File: config.mk
export PLATFORM = sky130hd
export DESIGN_NAME = ksa_pipelined_addsub
export DESIGN_NICKNAME = d
export VERILOG_FILES = /design/src/rtl/ksa_pkg.sv /design/src/rtl/ksa_prefix_level.sv /design/src/rtl/ksa_pipelined_addsub.sv
export SDC_FILE = /design/constraint.sdc
export NUM_CORES = 1
export LEC_CHECK = 0
export ABC_AREA = 1
export CAP_MARGIN = 30
export CORE_AREA = 2 2 119 121
export CTS_CLUSTER_SIZE = 25
export DETAILED_ROUTE_END_ITERATION = 8
export DIE_AREA = 0 0 121 123
export PLACE_DENSITY_LB_ADDON = 0.3
export SYNTH_ARGS = -nofsm -noshare
export SYNTH_HDL_FRONTEND = slang
export SYNTH_HIERARCHICAL = 1
export SYNTH_SLANG_ARGS = --single-unit
File: constraint.sdc
create_clock -name clk -period 1.1 [get_ports clk]
set_input_delay 0.11 -clock clk [delete_from_list [all_inputs] [get_ports clk]]
set_output_delay 0.11 -clock clk [all_outputs]
set_load 0.02 [all_outputs]
File: src/rtl/ksa_pkg.sv
// ksa_pkg: shared opcode type and pipeline-geometry helpers for the Kogge-Stone add/sub family.
package ksa_pkg;

    typedef enum logic [1:0] {
        OP_ADD = 2'd0,
        OP_ADC = 2'd1,
        OP_SUB = 2'd2,
        OP_SBB = 2'd3
    } op_e;

    // Number of Kogge-Stone prefix levels for a given operand width (none for a 1-bit adder).
    function automatic int ksa_num_levels(input int width);
        int levels;
        if (width <= 1) begin
            levels = 0;
        end else begin
            levels = $clog2(width);
        end
        return levels;
    endfunction

    // Number of register stages: one per LEVELS_PER_STAGE levels, and never fewer than one.
    function automatic int ksa_num_stages(input int width, input int lps);
        int levels;
        int stages;
        levels = ksa_num_levels(width);
        if ((levels == 0) || (lps < 1)) begin
            stages = 1;
        end else begin
            stages = (levels + lps - 1) / lps;
        end
        return stages;
    endfunction

endpackage

File: src/rtl/ksa_prefix_level.sv
// ksa_prefix_level: one combinational Kogge-Stone level combining (G,P) pairs DIST bits apart.
module ksa_prefix_level #(
    parameter int WIDTH = 16,
    parameter int DIST  = 1
) (
    input  logic [WIDTH-1:0] g_i,
    input  logic [WIDTH-1:0] p_i,
    output logic [WIDTH-1:0] g_o,
    output logic [WIDTH-1:0] p_o
);

    for (genvar j = 0; j < WIDTH; j++) begin : g_bit
        if (j < DIST) begin : g_pass
            // Low positions already hold their final group term at this level.
            assign g_o[j] = g_i[j];
            assign p_o[j] = p_i[j];
        end else begin : g_comb
            assign g_o[j] = g_i[j] | (p_i[j] & g_i[j-DIST]);
            assign p_o[j] = p_i[j] & p_i[j-DIST];
        end
    end

endmodule

File: src/rtl/ksa_pipelined_addsub.sv
// ksa_pipelined_addsub: elastic, pipelined Kogge-Stone adder/subtractor with carry-in and flags.
module ksa_pipelined_addsub
    import ksa_pkg::*;
#(
    parameter int WIDTH            = 16,
    parameter int LEVELS_PER_STAGE = 2
) (
    input  logic             clk,
    input  logic             rst_n,
    input  logic             in_valid,
    output logic             in_ready,
    input  op_e              in_op,
    input  logic             in_cin,
    input  logic [WIDTH-1:0] in_a,
    input  logic [WIDTH-1:0] in_b,
    output logic             out_valid,
    input  logic             out_ready,
    output logic [WIDTH-1:0] out_sum,
    output logic             out_cout,
    output logic             out_ovf,
    output logic             out_zero
);

    localparam int NUM_LVL = ksa_num_levels(WIDTH);
    localparam int NUM_STG = ksa_num_stages(WIDTH, LEVELS_PER_STAGE);
    localparam int LVL_ARR = (NUM_LVL > 0) ? NUM_LVL : 1;
    localparam int MID_ARR = (NUM_STG > 1) ? NUM_STG - 1 : 1;

    if (WIDTH < 1) begin : g_bad_width
        $fatal(1, "ksa_pipelined_addsub: WIDTH must be >= 1");
    end
    if (LEVELS_PER_STAGE < 1) begin : g_bad_lps
        $fatal(1, "ksa_pipelined_addsub: LEVELS_PER_STAGE must be >= 1");
    end

    logic [WIDTH-1:0]   b_prep_s;
    logic [WIDTH-1:0]   g0_s;
    logic [WIDTH-1:0]   p0_s;
    logic               c0_s;
    logic [WIDTH-1:0]   lvl_gi_s [1:LVL_ARR];
    logic [WIDTH-1:0]   lvl_pi_s [1:LVL_ARR];
    logic [WIDTH-1:0]   lvl_go_s [1:LVL_ARR];
    logic [WIDTH-1:0]   lvl_po_s [1:LVL_ARR];
    logic [WIDTH-1:0]   mid_g_q  [0:MID_ARR-1];
    logic [WIDTH-1:0]   mid_p_q  [0:MID_ARR-1];
    logic [WIDTH-1:0]   mid_p0_q [0:MID_ARR-1];
    logic               mid_c0_q [0:MID_ARR-1];
    logic [NUM_STG-1:0] stg_valid_q;
    logic [NUM_STG-1:0] load_s;

    // Operand preparation: subtraction inverts B, and the opcode picks the carry-in.
    always_comb begin : p_prep
        b_prep_s = in_b;
        c0_s     = 1'b0;
        case (in_op)
            OP_ADD: begin
                b_prep_s = in_b;
                c0_s     = 1'b0;
            end
            OP_ADC: begin
                b_prep_s = in_b;
                c0_s     = in_cin;
            end
            OP_SUB: begin
                b_prep_s = ~in_b;
                c0_s     = 1'b1;
            end
            OP_SBB: begin
                b_prep_s = ~in_b;
                c0_s     = in_cin;
            end
            default: begin
                b_prep_s = in_b;
                c0_s     = 1'b0;
            end
        endcase
        p0_s    = in_a ^ b_prep_s;
        g0_s    = in_a & b_prep_s;
        // Folding c0 into bit 0 makes every final G bit the true carry out of that position.
        g0_s[0] = g0_s[0] | (p0_s[0] & c0_s);
    end

    // Elastic load enables: a stage advances when empty or when its successor advances.
    always_comb begin : p_load_chain
        logic ready_chain;
        ready_chain = out_ready;
        load_s      = '0;
        for (int k = NUM_STG - 1; k >= 0; k--) begin
            ready_chain = ~stg_valid_q[k] | ready_chain;
            load_s[k]   = ready_chain;
        end
    end

    assign in_ready  = load_s[0];
    assign out_valid = stg_valid_q[NUM_STG-1];

    if (NUM_LVL == 0) begin : g_no_levels
        assign lvl_gi_s[1] = '0;
        assign lvl_pi_s[1] = '0;
        assign lvl_go_s[1] = '0;
        assign lvl_po_s[1] = '0;
    end else begin : g_levels
        for (genvar i = 1; i <= NUM_LVL; i++) begin : g_lvl
            if (i == 1) begin : g_src_prep
                assign lvl_gi_s[i] = g0_s;
                assign lvl_pi_s[i] = p0_s;
            end else if (((i - 1) % LEVELS_PER_STAGE) == 0) begin : g_src_reg
                assign lvl_gi_s[i] = mid_g_q[(i - 1) / LEVELS_PER_STAGE - 1];
                assign lvl_pi_s[i] = mid_p_q[(i - 1) / LEVELS_PER_STAGE - 1];
            end else begin : g_src_chain
                assign lvl_gi_s[i] = lvl_go_s[i-1];
                assign lvl_pi_s[i] = lvl_po_s[i-1];
            end
            ksa_prefix_level #(
                .WIDTH (WIDTH),
                .DIST  (1 << (i - 1))
            ) u_level (
                .g_i (lvl_gi_s[i]),
                .p_i (lvl_pi_s[i]),
                .g_o (lvl_go_s[i]),
                .p_o (lvl_po_s[i])
            );
        end
    end

    if (NUM_STG == 1) begin : g_no_mid
        assign mid_g_q[0]  = '0;
        assign mid_p_q[0]  = '0;
        assign mid_p0_q[0] = '0;
        assign mid_c0_q[0] = 1'b0;
    end

    for (genvar k = 0; k < NUM_STG; k++) begin : g_stage
        localparam int LAST_LVL = (((k + 1) * LEVELS_PER_STAGE) < NUM_LVL) ?
                                  ((k + 1) * LEVELS_PER_STAGE) : NUM_LVL;
        logic             valid_up_s;
        logic             valid_d;
        logic             valid_q;
        logic [WIDTH-1:0] p0_up_s;
        logic             c0_up_s;
        logic [WIDTH-1:0] g_end_s;

        if (k == 0) begin : g_up_in
            assign valid_up_s = in_valid;
            assign p0_up_s    = p0_s;
            assign c0_up_s    = c0_s;
        end else begin : g_up_mid
            assign valid_up_s = stg_valid_q[k-1];
            assign p0_up_s    = mid_p0_q[k-1];
            assign c0_up_s    = mid_c0_q[k-1];
        end

        if (NUM_LVL == 0) begin : g_end_prep
            assign g_end_s = g0_s;
        end else begin : g_end_lvl
            assign g_end_s = lvl_go_s[LAST_LVL];
        end

        // Stage valid follows its upstream whenever the stage is allowed to load.
        always_comb begin : p_valid_next
            if (load_s[k]) begin
                valid_d = valid_up_s;
            end else begin
                valid_d = valid_q;
            end
        end

        // Stage valid flop; reset empties the whole pipe.
        always_ff @(posedge clk or negedge rst_n) begin : p_valid_reg
            if (!rst_n) begin
                valid_q <= 1'b0;
            end else begin
                valid_q <= valid_d;
            end
        end

        assign stg_valid_q[k] = valid_q;

        if (k < NUM_STG - 1) begin : g_mid
            logic [WIDTH-1:0] g_d, g_q, p_d, p_q, p0_d, p0_q;
            logic             c0_d, c0_q;

            // Capture the partial prefix state only when a real beat advances.
            always_comb begin : p_mid_next
                if (load_s[k] && valid_up_s) begin
                    g_d  = g_end_s;
                    p_d  = lvl_po_s[LAST_LVL];
                    p0_d = p0_up_s;
                    c0_d = c0_up_s;
                end else begin
                    g_d  = g_q;
                    p_d  = p_q;
                    p0_d = p0_q;
                    c0_d = c0_q;
                end
            end

            // Intermediate stage data flops.
            always_ff @(posedge clk or negedge rst_n) begin : p_mid_reg
                if (!rst_n) begin
                    g_q  <= '0;
                    p_q  <= '0;
                    p0_q <= '0;
                    c0_q <= 1'b0;
                end else begin
                    g_q  <= g_d;
                    p_q  <= p_d;
                    p0_q <= p0_d;
                    c0_q <= c0_d;
                end
            end

            assign mid_g_q[k]  = g_q;
            assign mid_p_q[k]  = p_q;
            assign mid_p0_q[k] = p0_q;
            assign mid_c0_q[k] = c0_q;
        end else begin : g_last
            logic [WIDTH:0]   carry_s;
            logic [WIDTH-1:0] sum_s, sum_d, sum_q;
            logic             cout_d, cout_q, ovf_d, ovf_q, zero_d, zero_q;

            // carry_s[j] is the carry into bit j; the top entry is the carry out of the MSB.
            assign carry_s = {g_end_s, c0_up_s};
            assign sum_s   = p0_up_s ^ carry_s[WIDTH-1:0];

            // Result and flags are captured with the beat and held until it is accepted.
            always_comb begin : p_last_next
                if (load_s[k] && valid_up_s) begin
                    sum_d  = sum_s;
                    cout_d = carry_s[WIDTH];
                    ovf_d  = carry_s[WIDTH] ^ carry_s[WIDTH-1];
                    zero_d = ~|sum_s;
                end else begin
                    sum_d  = sum_q;
                    cout_d = cout_q;
                    ovf_d  = ovf_q;
                    zero_d = zero_q;
                end
            end

            // Output result flops.
            always_ff @(posedge clk or negedge rst_n) begin : p_last_reg
                if (!rst_n) begin
                    sum_q  <= '0;
                    cout_q <= 1'b0;
                    ovf_q  <= 1'b0;
                    zero_q <= 1'b0;
                end else begin
                    sum_q  <= sum_d;
                    cout_q <= cout_d;
                    ovf_q  <= ovf_d;
                    zero_q <= zero_d;
                end
            end

            assign out_sum  = sum_q;
            assign out_cout = cout_q;
            assign out_ovf  = ovf_q;
            assign out_zero = zero_q;
        end
    end

endmodule

== Yosys cells after proc, flatten, opt, wreduce, memory -nomap -nowiden ==
Cells that the tools add are included.
Cells by class
  $add $sub $neg: 0
  multiply operators: 0
  divide/modulo/power cells: 0
  $lt $le $gt $ge: 0
  equality and inequality tests: 3
  shifts and indexed selects: 0
  multiplexer cells: 2
  bitwise logic cells: 146
  reductions and logical operators: 8
Operators with widths (count)
  1-bit bitwise AND: 87
  1-bit bitwise OR: 52
  16-bit case mux with 2 select lines: 1
  16-bit XOR: 2
  16-bit bitwise AND: 1
  16-bit inverter: 1
  16-bit OR reduction: 1
  2-bit OR reduction: 3
  2-bit equality test, second input constant: 2
  1-bit case mux with 3 select lines: 1
  2-bit by 1-bit equality test with 1-bit output, second input constant: 1
  1-bit logical AND: 2
  2-bit zero test: 1
  1-bit inverter: 2
  1-bit zero test: 1
  1-bit XOR: 1
Word-level totals
  flip-flop bits (word level): 70
  latch bits: 0
  bits in writable memories: 0
  ROM bits: 0
  input bits: 39
  output and inout bits: 21
  logic and storage cells: 169
  memories: 0

== Longest topological paths before layout ==
  depth after elaboration: 10
  gate-level depth with buffers: 12
  depth with buffers taken out: 12

== Hierarchy ==
The synthesis kept the hierarchy.
By module, submodules not included
  ksa_pipelined_addsub: instances 1, cells each 369, area each 3276.9 um2, sequential area each 1751.7 um2
  ksa_prefix_level (g_levels.g_lvl[1].u_level): instances 1, cells each 77, area each 296.5 um2, sequential area each 0.0 um2
  ksa_prefix_level (g_levels.g_lvl[2].u_level): instances 1, cells each 74, area each 292.8 um2, sequential area each 0.0 um2
  ksa_prefix_level (g_levels.g_lvl[3].u_level): instances 1, cells each 68, area each 285.3 um2, sequential area each 0.0 um2
  ksa_prefix_level (g_levels.g_lvl[4].u_level): instances 1, cells each 56, area each 270.3 um2, sequential area each 0.0 um2

== Worst setup path after synthesis ==
OpenSTA, ideal clock, no wires.
  path kind: input to register
  start: in in_op[1]
  end: reg g_stage[0].g_mid.g_q[5]
  library setup time: 116 ps
  arrival time: 1232 ps
  required time: 984 ps
  setup slack: -249 ps
  stages: 10
  path buffers: 2
  cells stage by stage: buf_2 -> buf_4 -> xor2_1 -> ha_1 -> nand2_1 -> inv_1 -> nand2_1 -> nand2_1 -> nand2_1 -> nand2_1
RTL lines
  start: declaration: line ksa_pipelined_addsub.sv:12  | input op_e in_op,
  end signal: assignment: line ksa_pipelined_addsub.sv:206  | g_q <= g_d;
  end: declaration: line ksa_pipelined_addsub.sv:180  | logic [WIDTH-1:0] g_d, g_q, p_d, p_q, p0_d, p0_q;

==> run_results.csv <==
group,metric,value,unit
status,status,"finished with violations",
status,violations,"negative setup slack",
clock_network,clock_sinks,66,
final_layout,fin_area,6640,um2
setup_path,path_buf_inv,3,
place,place_hpwl,7110,um
setup_path,cp_top_family,"simple AND/OR/NAND/NOR gates",
timing,rsz0062_at_grt,"yes",
clock_network,clk_pin_slew,50,ps
timing,setup_violations,67,
grt,grt_overflow,0,
final_layout,fin_nets,782,
setup_path,max_stage_delay,350,ps
clock_network,cts_buffers,9,
place,gp_congestion,0.809,
route,dr_wl_met3,410,um
synth,synth_area,4050,um2
setup_path,path_cells,"buf_4, nand2_1, inv_1, nand2_1, nand2_2, inv_2, nand2_2, nand2_1, nor2_2, nand3_2, nor2_2, nand2_1, nand2_1",
final_layout,fin_util,48.7,%
timing,timing.fmax,0.746,GHz
floorplanning,initial_core_util,29.8,%
place,portBuffers,59,
setup_path,start_kind,"register",
setup_path,crit_required,1370,ps
timing,fin_hold_ws,338,ps
power,leakagePower,3.77,nW
route,highest_layer,"met4",
route,met2_length,5610,um
timing,fin_crit_sh,122,%
grt,antenna_found_initial,0,
final_layout,final_layout_size_suffix_gt1_share,40.5,%
floorplanning,die_x,121,um
clock_network,cts_tree,"yes",
timing,tns,-8640,ps
setup_path,crit_slowest_cell,"dfrtp_1",
setup_path,crit_fanout,2,
power,powerDensity,1720,nW/um2
synth,ys_warn_count,6,
timing,tightest_slew,353,ps
floorplanning,io_pins,60,
clock_network,root_buffer,"clkbuf_16",
route,via_per_inst,4.21,
route,routedWlPerCell,12.3,um
setup_path,r2r_slack,-240,ps
grt,grt_max_degree,67,
floorplanning,core,13600,um2
setup_path,setup.worst_path.end_class,"register",
route,wl,11200,um
clock_network,clk-insertion-delay-late,330,ps
timing,setup_slack,-240,ps
floorplanning,die_area,14900,um2
route,vias,3834,
timing,period_minus_slack,1340,ps
synth,synthCells,583,
setup_path,path_common_cell,"nand2_1",
grt,grt_use_total,15.7,%
grt,grt_pass1_vias,3816,
place,dpl.cell_count,855,
route,drt-met1-wl,4950,um
floorplanning,fp.dieH,123,um
synth,syn_nets,638,
power,vdd_drop_max,0.760,mV
route,drcViolationCount,0,
setup_path,critPathKind,"reg2reg",
final_layout,area_growth,63.8,%
timing,maxSlewHeadroom,76.5,%
timing,slew_violations,0,
clock_network,htree_levels,3,
setup_path,worstPathArrival,1610,ps
synth,synth_area_per_cell,6.95,um2
hold_path,worst_hold_path_type,"in2async",
grt,grt_pass1_wl,18300,um
route,ant_nets,0,
final_layout,diodes,0,
clock_network,cts_buffer_depth,2,
job,max-cap-violations,0,
floorplanning,fp-row-count,43,
place,dpl-instance-area,5170,um2
timing,skew,6.55,ps
timing,final-hold-violation-count,0,
final_layout,final_cell_count_no_fill,911,
route,drtIter0Drc,161,
route,dr.pass1.iters,4,
[flip-flops by register name, summed over array words and instances (netlist names)]
signal / flops
g_stage.g_mid.g_q: 16
g_stage.g_mid.p0_q: 16
out_sum: 16
g_stage.g_mid.p_q: 12
g_stage.g_mid.c0_q: 1
g_stage.valid_q: 1
out_cout: 1
out_ovf: 1
out_valid: 1
out_zero: 1
[report_power, final]
group          switching [mW]  internal [mW]
Sequential              0.529           3.03
Combinational            2.59           2.49
Clock                   0.981           1.79
Total                    4.10           7.32
[placed cells by master (no fill, tap or decap), types with 3 or more instances in the layout]
| cell type | instances |
|---|---|
| nor2_1 | 5 |
| nand2_8 | 3 |
| clkbuf_16 | 10 |
| xor2_1 | 22 |
| buf_4 | 69 |
| buf_8 | 6 |
| dlygate4sd2_1 | 16 |
| nand2_2 | 80 |
| o21ai_2 | 9 |
| nor2_2 | 9 |
| buf_12 | 8 |
| a31oi_1 | 4 |
| ha_1 | 16 |
| buf_16 | 8 |
| nand2_1 | 189 |
| clkdlybuf4s15_2 | 3 |
| dfrtp_1 | 65 |
| inv_1 | 88 |
| inv_2 | 9 |
| buf_2 | 17 |
| clkdlybuf4s50_1 | 19 |
| buf_6 | 14 |
| nand2_4 | 35 |
[worst paths after layout]
path,end,cells past startpoint,startpoint
worst max-delay path,out_zero$_DFFE_PN0P_,13,g_stage[0].g_mid.p_q[6]$_DFFE_PN0P_
worst min-delay path,g_stage[0].g_mid.p0_q[0]$_DFFE_PN0P_,3,rst_n
worst max register to register,out_zero$_DFFE_PN0P_,13,g_stage[0].g_mid.p_q[6]$_DFFE_PN0P_
worst min register to register,out_sum[3]$_DFFE_PN0P_,2,out_sum[3]$_DFFE_PN0P_
max in group asynchronous,out_valid$_DFFE_PN0P_,3,rst_n
min in group clk,g_stage[0].g_mid.c0_q$_DFFE_PN0P_,5,in_op[1]
[per-stage QoR]
step / power, mW / setup slack, ps
6_report: 11.4 / -240
5_1_grt: 12.2 / -350
4_1_cts: 11.0 / -245
3_5_place_dp: 7.38 / -736
3_3_place_gp: 7.33 / -708
2_1_floorplan: 5.61 / -144
[layer usage]
layer	vias up	GRT usage [%]
met4	0	7.12
met1	1760	20.0
li1	1981	-
met5	-	0
met3	16	2.21
met2	77	26.5
[worst reg2reg max path, stage by stage (launching register included)]
cell	delay, ps
dfrtp_1	350
buf_4	130
nand2_1	50
inv_1	50
nand2_1	60
nand2_2	100
inv_2	40
nand2_2	60
nand2_1	60
nor2_2	100
nand3_2	100
nor2_2	90
nand2_1	50
nand2_1	50
[timing repair]
| action | in CTS | in global routing |
|---|---|---|
| gates resized for setup | 219 | 139 |
| hold buffers | 1 | 0 |
| gates cloned | 11 | 1 |
| hold endpoints to repair | 66 | 0 |
| pin swaps | 81 | 31 |
| buffers inserted | 27 | 8 |
| endpoints found under the setup margin | 85 | 73 |
[area by class of cell]
class	instances	area [um2]
fillers	1297	6980
multi-input cells	388	2430
flip-flops and latches	66	1650
repair buffers	163	1640
inverters	99	397
clock buffers	12	246
well taps	180	225
clock inverters	3	40.0
Power figures use the tool's default switching activity.
